<file path="src/rtl/crtc_pkg.sv">
// rtl/crtc_pkg.sv - register indices, reset defaults and vertical state encoding for the CRTC
package crtc_pkg;

  localparam logic [3:0] R_HTOT  = 4'd0;
  localparam logic [3:0] R_HDISP = 4'd1;
  localparam logic [3:0] R_HSPOS = 4'd2;
  localparam logic [3:0] R_SYNCW = 4'd3;
  localparam logic [3:0] R_VTOT  = 4'd4;
  localparam logic [3:0] R_VADJ  = 4'd5;
  localparam logic [3:0] R_VDISP = 4'd6;
  localparam logic [3:0] R_VSPOS = 4'd7;
  localparam logic [3:0] R_MAXRA = 4'd9;
  localparam logic [3:0] R_MA_H  = 4'd12;
  localparam logic [3:0] R_MA_L  = 4'd13;

  localparam logic [7:0] R1_RST  = 8'd40;
  localparam logic [7:0] R2_RST  = 8'd46;
  localparam logic [3:0] HSW_RST = 4'hE;
  localparam logic [3:0] VSW_RST = 4'h8;
  localparam logic [4:0] R5_RST  = 5'd0;
  localparam logic [6:0] R6_RST  = 7'd25;
  localparam logic [4:0] R9_RST  = 5'd7;
  localparam logic [5:0] R12_RST = 6'h30;
  localparam logic [7:0] R13_RST = 8'h00;

  typedef enum logic {
    DISP_ROWS = 1'b0,
    ADJUST    = 1'b1
  } vstate_t;

  typedef struct packed {
    logic [7:0] htot;
    logic [7:0] hdisp;
    logic [7:0] hspos;
    logic [3:0] hsw;
    logic [3:0] vsw;
    logic [6:0] vtot;
    logic [4:0] vadj;
    logic [6:0] vdisp;
    logic [6:0] vspos;
    logic [4:0] maxra;
    logic [5:0] ma_h;
    logic [7:0] ma_l;
  } crtc_regs_t;

endpackage

</file>
<file path="src/rtl/crtc_timing_gen_if.sv">
// rtl/crtc_timing_gen_if.sv - indexed register write port driven by the Z80 side
interface crtc_timing_gen_if;
  logic       WR;
  logic [3:0] ADDR;
  logic [7:0] DIN;

  modport master (output WR, ADDR, DIN);
  modport slave  (input  WR, ADDR, DIN);
endinterface

</file>
<file path="src/rtl/crtc_regfile.sv">
// rtl/crtc_regfile.sv - CRTC register storage with write decode and reset defaults
module crtc_regfile
  import crtc_pkg::*;
#(
  parameter int HTOT_RST  = 63,
  parameter int VTOT_RST  = 38,
  parameter int VSYNC_RST = 30
) (
  input  logic             CLK,
  input  logic             RESET_N,
  crtc_timing_gen_if.slave cpu,
  output crtc_regs_t       regs
);

  always_ff @(posedge CLK or negedge RESET_N) begin
    if (!RESET_N) begin
      regs.htot  <= 8'(HTOT_RST);
      regs.hdisp <= R1_RST;
      regs.hspos <= R2_RST;
      regs.hsw   <= HSW_RST;
      regs.vsw   <= VSW_RST;
      regs.vtot  <= 7'(VTOT_RST);
      regs.vadj  <= R5_RST;
      regs.vdisp <= R6_RST;
      regs.vspos <= 7'(VSYNC_RST);
      regs.maxra <= R9_RST;
      regs.ma_h  <= R12_RST;
      regs.ma_l  <= R13_RST;
    end else if (cpu.WR) begin
      // Unlisted indices (8, 10, 11, 14, 15) fall through and are dropped.
      case (cpu.ADDR)
        R_HTOT:  regs.htot  <= cpu.DIN;
        R_HDISP: regs.hdisp <= cpu.DIN;
        R_HSPOS: regs.hspos <= cpu.DIN;
        R_SYNCW: begin
          regs.hsw <= cpu.DIN[3:0];
          regs.vsw <= cpu.DIN[7:4];
        end
        R_VTOT:  regs.vtot  <= cpu.DIN[6:0];
        R_VADJ:  regs.vadj  <= cpu.DIN[4:0];
        R_VDISP: regs.vdisp <= cpu.DIN[6:0];
        R_VSPOS: regs.vspos <= cpu.DIN[6:0];
        R_MAXRA: regs.maxra <= cpu.DIN[4:0];
        R_MA_H:  regs.ma_h  <= cpu.DIN[5:0];
        R_MA_L:  regs.ma_l  <= cpu.DIN;
        default: ;
      endcase
    end
  end

endmodule

</file>
<file path="src/rtl/crtc_timing_gen.sv">
// rtl/crtc_timing_gen.sv - 6845 type-0 style timing generator: counters, vertical FSM, raw syncs
module crtc_timing_gen
  import crtc_pkg::*;
#(
  parameter int HTOT_RST  = 63,
  parameter int VTOT_RST  = 38,
  parameter int VSYNC_RST = 30
) (
  input  logic             CLK,
  input  logic             RESET_N,
  input  logic             CE_1,
  crtc_timing_gen_if.slave cpu,
  output logic             HSYNC,
  output logic             VSYNC,
  output logic             DE,
  output logic [13:0]      MA,
  output logic [4:0]       RA
);

  crtc_regs_t r;

  crtc_regfile #(
    .HTOT_RST (HTOT_RST),
    .VTOT_RST (VTOT_RST),
    .VSYNC_RST(VSYNC_RST)
  ) u_regfile (
    .CLK    (CLK),
    .RESET_N(RESET_N),
    .cpu    (cpu),
    .regs   (r)
  );

  vstate_t     vstate, vstate_n;
  logic [7:0]  hcc, hcc_n;
  logic        hdisp, hdisp_n, vdisp, vdisp_n;
  logic [3:0]  hs_cnt, hs_cnt_n, vs_cnt, vs_cnt_n;
  logic [6:0]  vcc, vcc_n;
  logic [4:0]  ra, ra_n, adj, adj_n;
  logic [13:0] ma_row, ma_row_n;
  logic        hsync_n, vsync_n;
  logic        eol, row_start, frame_start;

  assign RA = ra;

  always_comb begin
    eol         = (hcc == r.htot);
    hcc_n       = eol ? 8'd0 : hcc + 8'd1;
    hdisp_n     = hdisp;
    hsync_n     = HSYNC;
    hs_cnt_n    = hs_cnt;
    vstate_n    = vstate;
    vcc_n       = vcc;
    ra_n        = ra;
    adj_n       = adj;
    ma_row_n    = ma_row;
    vdisp_n     = vdisp;
    vsync_n     = VSYNC;
    vs_cnt_n    = vs_cnt;
    row_start   = 1'b0;
    frame_start = 1'b0;

    // Clear wins over set so that R1=0 keeps the line blank.
    if (hcc_n == 8'd0)    hdisp_n = 1'b1;
    if (hcc_n == r.hdisp) hdisp_n = 1'b0;

    if (HSYNC) begin
      if (hs_cnt == 4'd0) hsync_n  = 1'b0;
      else                hs_cnt_n = hs_cnt - 4'd1;
    end else if (hcc_n == r.hspos && r.hsw != 4'd0) begin
      hsync_n  = 1'b1;
      hs_cnt_n = r.hsw - 4'd1;
    end

    if (eol) begin
      if (vstate == DISP_ROWS) begin
        if (ra != r.maxra) begin
          ra_n = ra + 5'd1;
        end else begin
          ra_n     = 5'd0;
          ma_row_n = ma_row + 14'(r.hdisp);
          if (vcc == r.vtot) begin
            if (r.vadj != 5'd0) begin
              vstate_n = ADJUST;
              adj_n    = 5'd0;
            end else begin
              frame_start = 1'b1;
            end
          end else begin
            vcc_n     = vcc + 7'd1;
            row_start = 1'b1;
          end
        end
      end else begin
        if (5'(adj + 5'd1) == r.vadj) begin
          frame_start = 1'b1;
        end else begin
          adj_n = adj + 5'd1;
          ra_n  = ra + 5'd1;
        end
      end

      if (frame_start) begin
        vstate_n  = DISP_ROWS;
        vcc_n     = 7'd0;
        ra_n      = 5'd0;
        vdisp_n   = 1'b1;
        ma_row_n  = {r.ma_h, r.ma_l};
        row_start = 1'b1;
      end

      if (row_start && vcc_n == r.vdisp) vdisp_n = 1'b0;

      // VSYNC width counts EOLs; a zero width field wraps to 15, i.e. 16 lines.
      if (VSYNC) begin
        if (vs_cnt == 4'd0) vsync_n  = 1'b0;
        else                vs_cnt_n = vs_cnt - 4'd1;
      end else if (row_start && vcc_n == r.vspos) begin
        vsync_n  = 1'b1;
        vs_cnt_n = r.vsw - 4'd1;
      end
    end
  end

  always_ff @(posedge CLK or negedge RESET_N) begin
    if (!RESET_N) begin
      vstate <= DISP_ROWS;
      hcc    <= 8'd0;
      // Reset parks the beam at the top-left of a frame, inside the display window.
      hdisp  <= 1'b1;
      vdisp  <= 1'b1;
      hs_cnt <= 4'd0;
      vs_cnt <= 4'd0;
      vcc    <= 7'd0;
      ra     <= 5'd0;
      adj    <= 5'd0;
      ma_row <= 14'd0;
      HSYNC  <= 1'b0;
      VSYNC  <= 1'b0;
      DE     <= 1'b0;
      MA     <= 14'd0;
    end else if (CE_1) begin
      vstate <= vstate_n;
      hcc    <= hcc_n;
      hdisp  <= hdisp_n;
      vdisp  <= vdisp_n;
      hs_cnt <= hs_cnt_n;
      vs_cnt <= vs_cnt_n;
      vcc    <= vcc_n;
      ra     <= ra_n;
      adj    <= adj_n;
      ma_row <= ma_row_n;
      HSYNC  <= hsync_n;
      VSYNC  <= vsync_n;
      DE     <= hdisp_n & vdisp_n;
      MA     <= ma_row_n + 14'(hcc_n);
    end
  end

endmodule

</file>
<file path="src/flat_wrapper.sv">
// flat-port wrapper written by rule: the top's interface ports become plain ports
module crtc_timing_gen_flat import crtc_pkg::*;
#(
  parameter int HTOT_RST  = 63,
  parameter int VTOT_RST  = 38,
  parameter int VSYNC_RST = 30
)
  (CLK, RESET_N, CE_1, HSYNC, VSYNC, DE, MA, RA, cpu_WR, cpu_ADDR, cpu_DIN);
  crtc_timing_gen_if cpu_i ();
  input  logic CLK;
  input  logic RESET_N;
  input  logic CE_1;
  output logic HSYNC;
  output logic VSYNC;
  output logic DE;
  output logic [13:0] MA;
  output logic [4:0] RA;
  input wire logic [$bits(cpu_i.WR)-1:0] cpu_WR;
  input wire logic [$bits(cpu_i.ADDR)-1:0] cpu_ADDR;
  input wire logic [$bits(cpu_i.DIN)-1:0] cpu_DIN;
  assign cpu_i.WR = cpu_WR;
  assign cpu_i.ADDR = cpu_ADDR;
  assign cpu_i.DIN = cpu_DIN;
  crtc_timing_gen #(.HTOT_RST(HTOT_RST), .VTOT_RST(VTOT_RST), .VSYNC_RST(VSYNC_RST)) u_core (.CLK(CLK), .RESET_N(RESET_N), .CE_1(CE_1), .cpu(cpu_i), .HSYNC(HSYNC), .VSYNC(VSYNC), .DE(DE), .MA(MA), .RA(RA));
endmodule
</file>
<file path="config.mk">
export PLATFORM = sky130hd
export DESIGN_NAME = crtc_timing_gen_flat
export DESIGN_NICKNAME = d
export VERILOG_FILES = /design/src/rtl/crtc_pkg.sv /design/src/rtl/crtc_timing_gen_if.sv /design/src/rtl/crtc_regfile.sv /design/src/rtl/crtc_timing_gen.sv /design/src/flat_wrapper.sv
export SDC_FILE = /design/constraint.sdc
export NUM_CORES = 1
export LEC_CHECK = 0
export BUFFER_PORTS_ARGS = -buffer_cell sky130_fd_sc_hd__buf_4
export CAP_MARGIN = 5
export CORE_UTILIZATION = 45
export CTS_BUF_LIST = sky130_fd_sc_hd__clkbuf_8
export DETAILED_ROUTE_END_ITERATION = 10
export PLACE_DENSITY = 0.6
export REMOVE_ABC_BUFFERS = 1
export SLEW_MARGIN = 10
export SYNTH_ARGS = -nofsm -noshare
export SYNTH_HDL_FRONTEND = slang
export SYNTH_SLANG_ARGS = --single-unit
export TNS_END_PERCENT = 1
</file>
<file path="constraint.sdc">
create_clock -name CLK -period 5.2 [get_ports CLK]
set_input_delay 0.52 -clock CLK [delete_from_list [all_inputs] [get_ports CLK]]
set_output_delay 0.52 -clock CLK [all_outputs]
set_load 0.01 [all_outputs]
</file>
==> results of run 1 <==
[worst reg2reg max path, cell delays in order, from the launching register on]
cell      delay, ns
dfrtp_1        0.44
ha_1           0.29
o21ba_2        0.23
a221oi_1       0.39
o211a_1        0.54
nor2_1         0.22
nor2_1         0.43
nor2_1         0.08
a21oi_1        0.24
ha_1           0.28
a21o_1         0.16
a21oi_1        0.22
o21bai_1       0.09
a21oi_1        0.28
o21ai_0        0.17
a21o_1         0.21
nand4_1        0.10
xor2_1         0.15
a21oi_1        0.08
[routing by layer]
layer	wire (um)	vias up	track usage [%]	share of wire, %
met5	0	-	0	0
met4	577	0	8.83	2.6
met2	10600	166	40.1	48
met1	10100	3313	31.6	46
met3	861	44	4.61	3.9
li1	-	3053	-	-
[logic make-up after synthesis]
kind of cell	count (synthesis)
compound gates	186
xor+xnor	68
fa+ha+maj	24
buf+inv	66
flops	144
mux	108
simple gates	234
[worst paths after layout]
| check | from | endpoint | cells after the start |
|---|---|---|---|
| max in group asynchronous | RESET_N | u_core.ma_row[2] | 2 |
| min | RESET_N | u_core.MA[9] | 1 |
| min in group CLK | cpu_DIN[7] | u_core.u_regfile.regs[7] | 2 |
| max reg2reg | u_core.adj[0] | u_core.MA[11] | 18 |
| min reg2reg | u_core.hdisp | u_core.hdisp | 2 |
| max | u_core.adj[0] | u_core.MA[11] | 18 |
[cell usage after synthesis, drive strengths merged (5+ instances only)]
cell type	n	area, um2
a2111oi	5	100
a211oi	7	52.6
a21o	7	52.6
a21oi	55	283
a2bb2oi	7	61.3
a31oi	6	37.5
and3	6	37.5
buf	14	101
clkbuf	28	105
dfrtp	111	2780
dfstp	33	867
ha	22	275
inv	24	90.1
mux2	96	1080
mux2i	12	120
nand2	67	251
nand3	29	145
nand3b	6	48.8
nand4	11	68.8
nor2	51	194
nor2b	5	31.3
nor3	18	90.1
nor3b	7	52.6
nor4	7	56.3
o21ai	45	225
o21bai	6	45.0
o22a	6	52.6
o22ai	5	31.3
or3	11	68.8
xnor2	46	418
xor2	22	193
[layout make-up]
type	count	area [um2]
fillers	1662	8880
multi-input cells	620	4550
flip-flops and latches	144	3640
repair buffers	48	364
well taps	229	287
clock buffers	19	262
clock inverters	13	130
inverters	24	90.1
[flip-flops by register name, summed over array words and instances, names as in the netlist]
name                   flops
u_core.vstate              1
u_core.u_regfile.regs     77
u_core.VSYNC               1
u_core.DE                  1
u_core.vs_cnt              4
u_core.hdisp               1
u_core.RA                  5
u_core.ma_row             14
u_core.hcc                 8
u_core.HSYNC               1
u_core.hs_cnt              4
u_core.vdisp               1
u_core.MA                 14
u_core.adj                 5
u_core.vcc                 7
[report_power, final]
group	switching [mW]	leakage, nW	internal (mW)	total (mW)
clock network	0.474	0.191	0.413	0.888
logic	0.937	1.96	0.861	1.80
registers	0.297	1.72	1.45	1.75
total	1.71	3.88	2.72	4.43
==> impl_metrics.env, run 1 <==
export IMPL_netlist_area_um2=8490
export IMPL_tns_ns=0
export IMPL_cts_buffers_inserted=17
export IMPL_htreeDepth=4
export IMPL_critPathRequiredTime_ns=5.52
export IMPL_cp_common_cell="a21oi_1"
export IMPL_drive_above_1_share_pct=25.6
export IMPL_die_w_um=139
export IMPL_dpl_worst_slack_ns=0.547
export IMPL_crit_arrival_ns=5.03
export IMPL_yosysSeqAreaShare_pct=42.9
export IMPL_drv_slew=0
export IMPL_cts_resized=0
export IMPL_io_pins=38
export IMPL_final_cell_mix="111 x dfrtp_1, 95 x mux2_2, 67 x nand2_1"
export IMPL_crit_chain="ha_1 > o21ba_2 > a221oi_1 > o211a_1 > nor2_1 > nor2_1 > nor2_1 > a21oi_1 > ha_1 > a21o_1 > a21oi_1 > o21bai_1 > a21oi_1 > o21ai_0 > a21o_1 > nand4_1 > xor2_1 > a21oi_1"
export IMPL_rows=49
export IMPL_wirelength_um=22200
export IMPL_cts_hold_buf=0
export IMPL_first_pass_iters=5
export IMPL_clk_pin_slew_ns=0.09
export IMPL_synth_cell_types=70
export IMPL_routabilityCongestion=0.928
export IMPL_synth_top_family_by_area="compound AO/OA/AOI/OAI gates"
export IMPL_cts_setup_buffers=0
export IMPL_worstHoldPathType="input port to asynchronous set/reset pin"
export IMPL_period_share_pct=90.6
export IMPL_ir_worst_vdd_mv=0.301
export IMPL_antenna_found_initial=0
export IMPL_synth_xor_area_share_pct=7.19
export IMPL_crit_buf_inv=0
export IMPL_die_area_um2=19400
export IMPL_rrSetupSlack_ns=0.49
export IMPL_clock_path_buffers=2
export IMPL_worstPathMaxFanout=12
export IMPL_hold_viol_final=0
export IMPL_p_leak_nw=3.88
export IMPL_dpl_cell_area_um2=8940
export IMPL_core_um2=18200
export IMPL_num_antenna_cells=0
export IMPL_grt_pass1_wl_um=36100
export IMPL_maxCapViolCount=0
export IMPL_ys_warn_count=0
export IMPL_cts_tree="done"
export IMPL_min_period_ns=4.71
export IMPL_synth_area_mux_share_pct=14.2
export IMPL_fin_skew_ns=0.0160
export IMPL_endpoint_kind="flop"
export IMPL_vias=6576
export IMPL_final_common_cell="dfrtp_1"
export IMPL_worstSkewPairLatency_ns=0.46
export IMPL_final_setup_viol_count=0
export IMPL_avgSynthCellArea_um2=10.2
export IMPL_first_global_vias=6599
export IMPL_grt_usage_pct=24.2
export IMPL_initial_core_util_pct=46.6
export IMPL_wire_per_inst_um=20.3
export IMPL_setup_ws_ns=0.489
export IMPL_grt_max_degree=99
export IMPL_start_kind="flop"
export IMPL_async_flop_share_pct=100
export IMPL_dp_hpwl_um=15600
export IMPL_whs_ns=0.134
export IMPL_rsz0062_at_grt="false"
export IMPL_max_freq_mhz=212
export IMPL_cts_sinks=144
export IMPL_slowest_stage="o211a_1"
export IMPL_status="finished, final reports clean"
export IMPL_dp_cells=1065
export IMPL_synth_compound_area_share_pct=14.9
export IMPL_area_growth_pct=9.87
export IMPL_path_class="flop to flop"
export IMPL_utilization_pct=51.2
export IMPL_route_detailed_drc=0
export IMPL_synth_ff_type="dfrtp_1"
export IMPL_synthSimpleGateAreaFrac_pct=13.6
export IMPL_tightest_slew_ns=1.23
export IMPL_antenna_left=0
export IMPL_fp_dieH_um=139
export IMPL_clockRootBuffer="clkbuf_8"
export IMPL_synth_edf_count=0
export IMPL_final_cells=1097
export IMPL_synth_seq_cells=144
export IMPL_synth_fa_ha_area_share_pct=3.71
export IMPL_port_buffers=37
export IMPL_power_mw=4.43
export IMPL_max_slew_margin_pct=17.6
export IMPL_overflow=0
export IMPL_cpPeakStageDelay_ns=0.53
export IMPL_design_area_um2=9330
export IMPL_drt_initial_drc_count=442
export IMPL_via_per_inst=5.99
export IMPL_powerDensity_nw_per_um2=475
export IMPL_nets=895
export IMPL_synth_cells=830
export IMPL_cpLargestDelayFamily="compound AO/OA/AOI/OAI gates"
No activity file was read; power rests on OpenSTA's default activity.
==> inputs of run 2 (changes only) <==
--- a/config.mk
+++ b/config.mk
@@ -7,6 +7,7 @@
 export LEC_CHECK = 0
 export BUFFER_PORTS_ARGS = -buffer_cell sky130_fd_sc_hd__buf_4
 export CAP_MARGIN = 5
+export CORE_ASPECT_RATIO = 1.1
 export CORE_UTILIZATION = 45
 export CTS_BUF_LIST = sky130_fd_sc_hd__clkbuf_8
 export DETAILED_ROUTE_END_ITERATION = 10
==> constraint.sdc (replaced) <==
create_clock -name CLK -period 5.2 [get_ports CLK]
set_input_delay 0.52 -clock CLK [delete_from_list [all_inputs] [get_ports CLK]]
set_output_delay 0.52 -clock CLK [all_outputs]
set_load 0.02 [all_outputs]
==> run 2 against run 1 <==
Compared with the run above: design area grew 0.52%; largest power group unchanged; sequential cell count unchanged; combinational power increased by 4%; critical path depth rose by 1; first-iteration DRC count up 27%; critical path type unchanged; final cell count increased by 1.5%.
==> impl_metrics.env, run 2 (same netlist as run 1, synthesis figures left out) <==
export IMPL_crit_chain="ha_1 > o21ba_2 > a221oi_1 > o211ai_1 > buf_4 > o21ai_1 > o21ai_0 > nand2_1 > nand2_1 > ha_1 > a21o_1 > a21oi_1 > o21bai_1 > a21oi_1 > o21bai_1 > a21oi_1 > nand3b_1 > xor2_1 > a21oi_1"
export IMPL_die_w_um=133
export IMPL_cts_sinks=144
export IMPL_clk_pin_slew_ns=0.08
export IMPL_max_freq_mhz=222
export IMPL_clockRootBuffer="clkbuf_8"
export IMPL_comb_power_share_pct=41.3
export IMPL_cp_common_cell="a21oi_1"
export IMPL_drt_initial_drc_count=562
export IMPL_regMostFlops="u_core.u_regfile.regs"
export IMPL_fp_dieH_um=146
export IMPL_final_cells=1113
export IMPL_p_int_mw=2.78
export IMPL_final_cell_mix="111 x dfrtp_1, 95 x mux2_2, 67 x nand2_1"
export IMPL_via_per_inst=5.87
export IMPL_tns_ns=0
export IMPL_routabilityCongestion=0.929
export IMPL_maxCapViolCount=0
export IMPL_htreeDepth=4
export IMPL_slowest_stage="dfrtp_1"
export IMPL_cts_setup_buffers=0
export IMPL_nets=897
export IMPL_crit_cells=19
export IMPL_worstSkewPairLatency_ns=0.46
export IMPL_io_pins=38
export IMPL_vias=6538
export IMPL_endpoint_kind="flop"
export IMPL_final_common_cell="dfrtp_1"
export IMPL_num_antenna_cells=0
export IMPL_powerDensity_nw_per_um2=485
export IMPL_cts_resized=0
export IMPL_final_setup_viol_count=0
export IMPL_ir_worst_vdd_mv=0.258
export IMPL_dp_hpwl_um=15600
export IMPL_whs_ns=0.134
export IMPL_period_share_pct=86.7
export IMPL_cts_tree="done"
export IMPL_route_detailed_drc=0
export IMPL_seq_power_share_pct=38.3
export IMPL_die_area_um2=19400
export IMPL_dp_cells=1081
export IMPL_max_slew_margin_pct=19.6
export IMPL_cts_hold_buf=0
export IMPL_cpLargestDelayFamily="compound AO/OA/AOI/OAI gates"
export IMPL_cts_buffers_inserted=17
export IMPL_initial_core_util_pct=46.1
export IMPL_wirelength_um=22200
export IMPL_crit_arrival_ns=4.83
export IMPL_wire_per_inst_um=19.9
export IMPL_cpPeakStageDelay_ns=0.44
export IMPL_critPathRequiredTime_ns=5.52
export IMPL_drive_above_1_share_pct=25.9
export IMPL_tightest_slew_ns=1.20
export IMPL_overflow=0
export IMPL_rows=52
export IMPL_grt_pass1_wl_um=36700
export IMPL_p_leak_nw=3.90
export IMPL_worstHoldPathType="input port to asynchronous set/reset pin"
export IMPL_path_class="flop to flop"
export IMPL_hold_viol_final=0
export IMPL_rsz0062_at_grt="false"
export IMPL_fin_skew_ns=0.0132
export IMPL_largest_register_ffs=77
export IMPL_core_um2=18400
export IMPL_grt_usage_pct=24.4
export IMPL_status="finished, final reports clean"
export IMPL_antenna_found_initial=1
export IMPL_switchingPower_mw=1.77
export IMPL_clock_path_buffers=2
export IMPL_first_global_vias=6789
export IMPL_ff2ff_path_depth=19
export IMPL_pwr_share_clk_pct=20.4
export IMPL_worstPathMaxFanout=9
export IMPL_start_kind="flop"
export IMPL_swShare_pct=38.9
export IMPL_port_buffers=37
export IMPL_crit_buf_inv=1
export IMPL_drv_slew=0
export IMPL_largestRegisters="u_core.u_regfile.regs (77), u_core.MA (14), u_core.ma_row (14)"
export IMPL_min_period_ns=4.51
export IMPL_antenna_left=0
export IMPL_first_pass_iters=6
export IMPL_grt_max_degree=91
export IMPL_area_growth_pct=10.4
[run 2: cell type report]
| cell class | instances | area, um2 |
|---|---|---|
| clock inverter | 13 | 146 |
| clock buffer | 19 | 262 |
| timing repair buffer | 50 | 379 |
| inverter | 24 | 90.1 |
| sequential | 144 | 3640 |
| multi-input combinational | 620 | 4550 |
| fill | 1652 | 9030 |
| tap | 243 | 304 |
[run 2: path summary, 6_finish.rpt]
kind | start | to | slack [ns]
max in group asynchronous | RESET_N | u_core.u_regfile.regs[25] | 3.80
min | RESET_N | u_core.MA[13] | 0.13
max reg2reg | u_core.adj[0] | u_core.MA[10] | 0.69
max | u_core.adj[0] | u_core.MA[10] | 0.69
min reg2reg | u_core.vdisp | u_core.vdisp | 0.49
min in group CLK | cpu_DIN[7] | u_core.u_regfile.regs[7] | 0.38
[run 2: power groups by stage]
stage	sequential [mW]	clock, mW	combinational, mW
floorplan	1.74	0	1.31
global placement	1.74	0	1.82
detailed placement	1.75	0	1.86
CTS	1.74	0.948	1.88
global route	1.79	1.00	2.07
finish	1.74	0.926	1.88
[run 2: metal layers]
metal / vias up / global-route usage [%] / part of all wire (%)
li1: 3053 / - / -
met1: 3270 / 32.5 / 45
met2: 171 / 39.3 / 48
met3: 44 / 4.44 / 4.8
met4: 0 / 9.60 / 2.5
met5: - / 0 / 0
[run 2: through the flow]
stage / setup WS, ns / power, mW / util [%] / cell area [um2]
finish: 0.689 / 4.55 / 50.9 / 9380
global route: 0.200 / 4.86 / 50.9 / 9380
CTS: 0.640 / 4.56 / 50.9 / 9380
detailed placement: 0.667 / 3.62 / 48.7 / 8970
global placement: 0.843 / 3.56 / 48.7 / 8970
floorplan: 0.916 / 3.05 / - / 8290
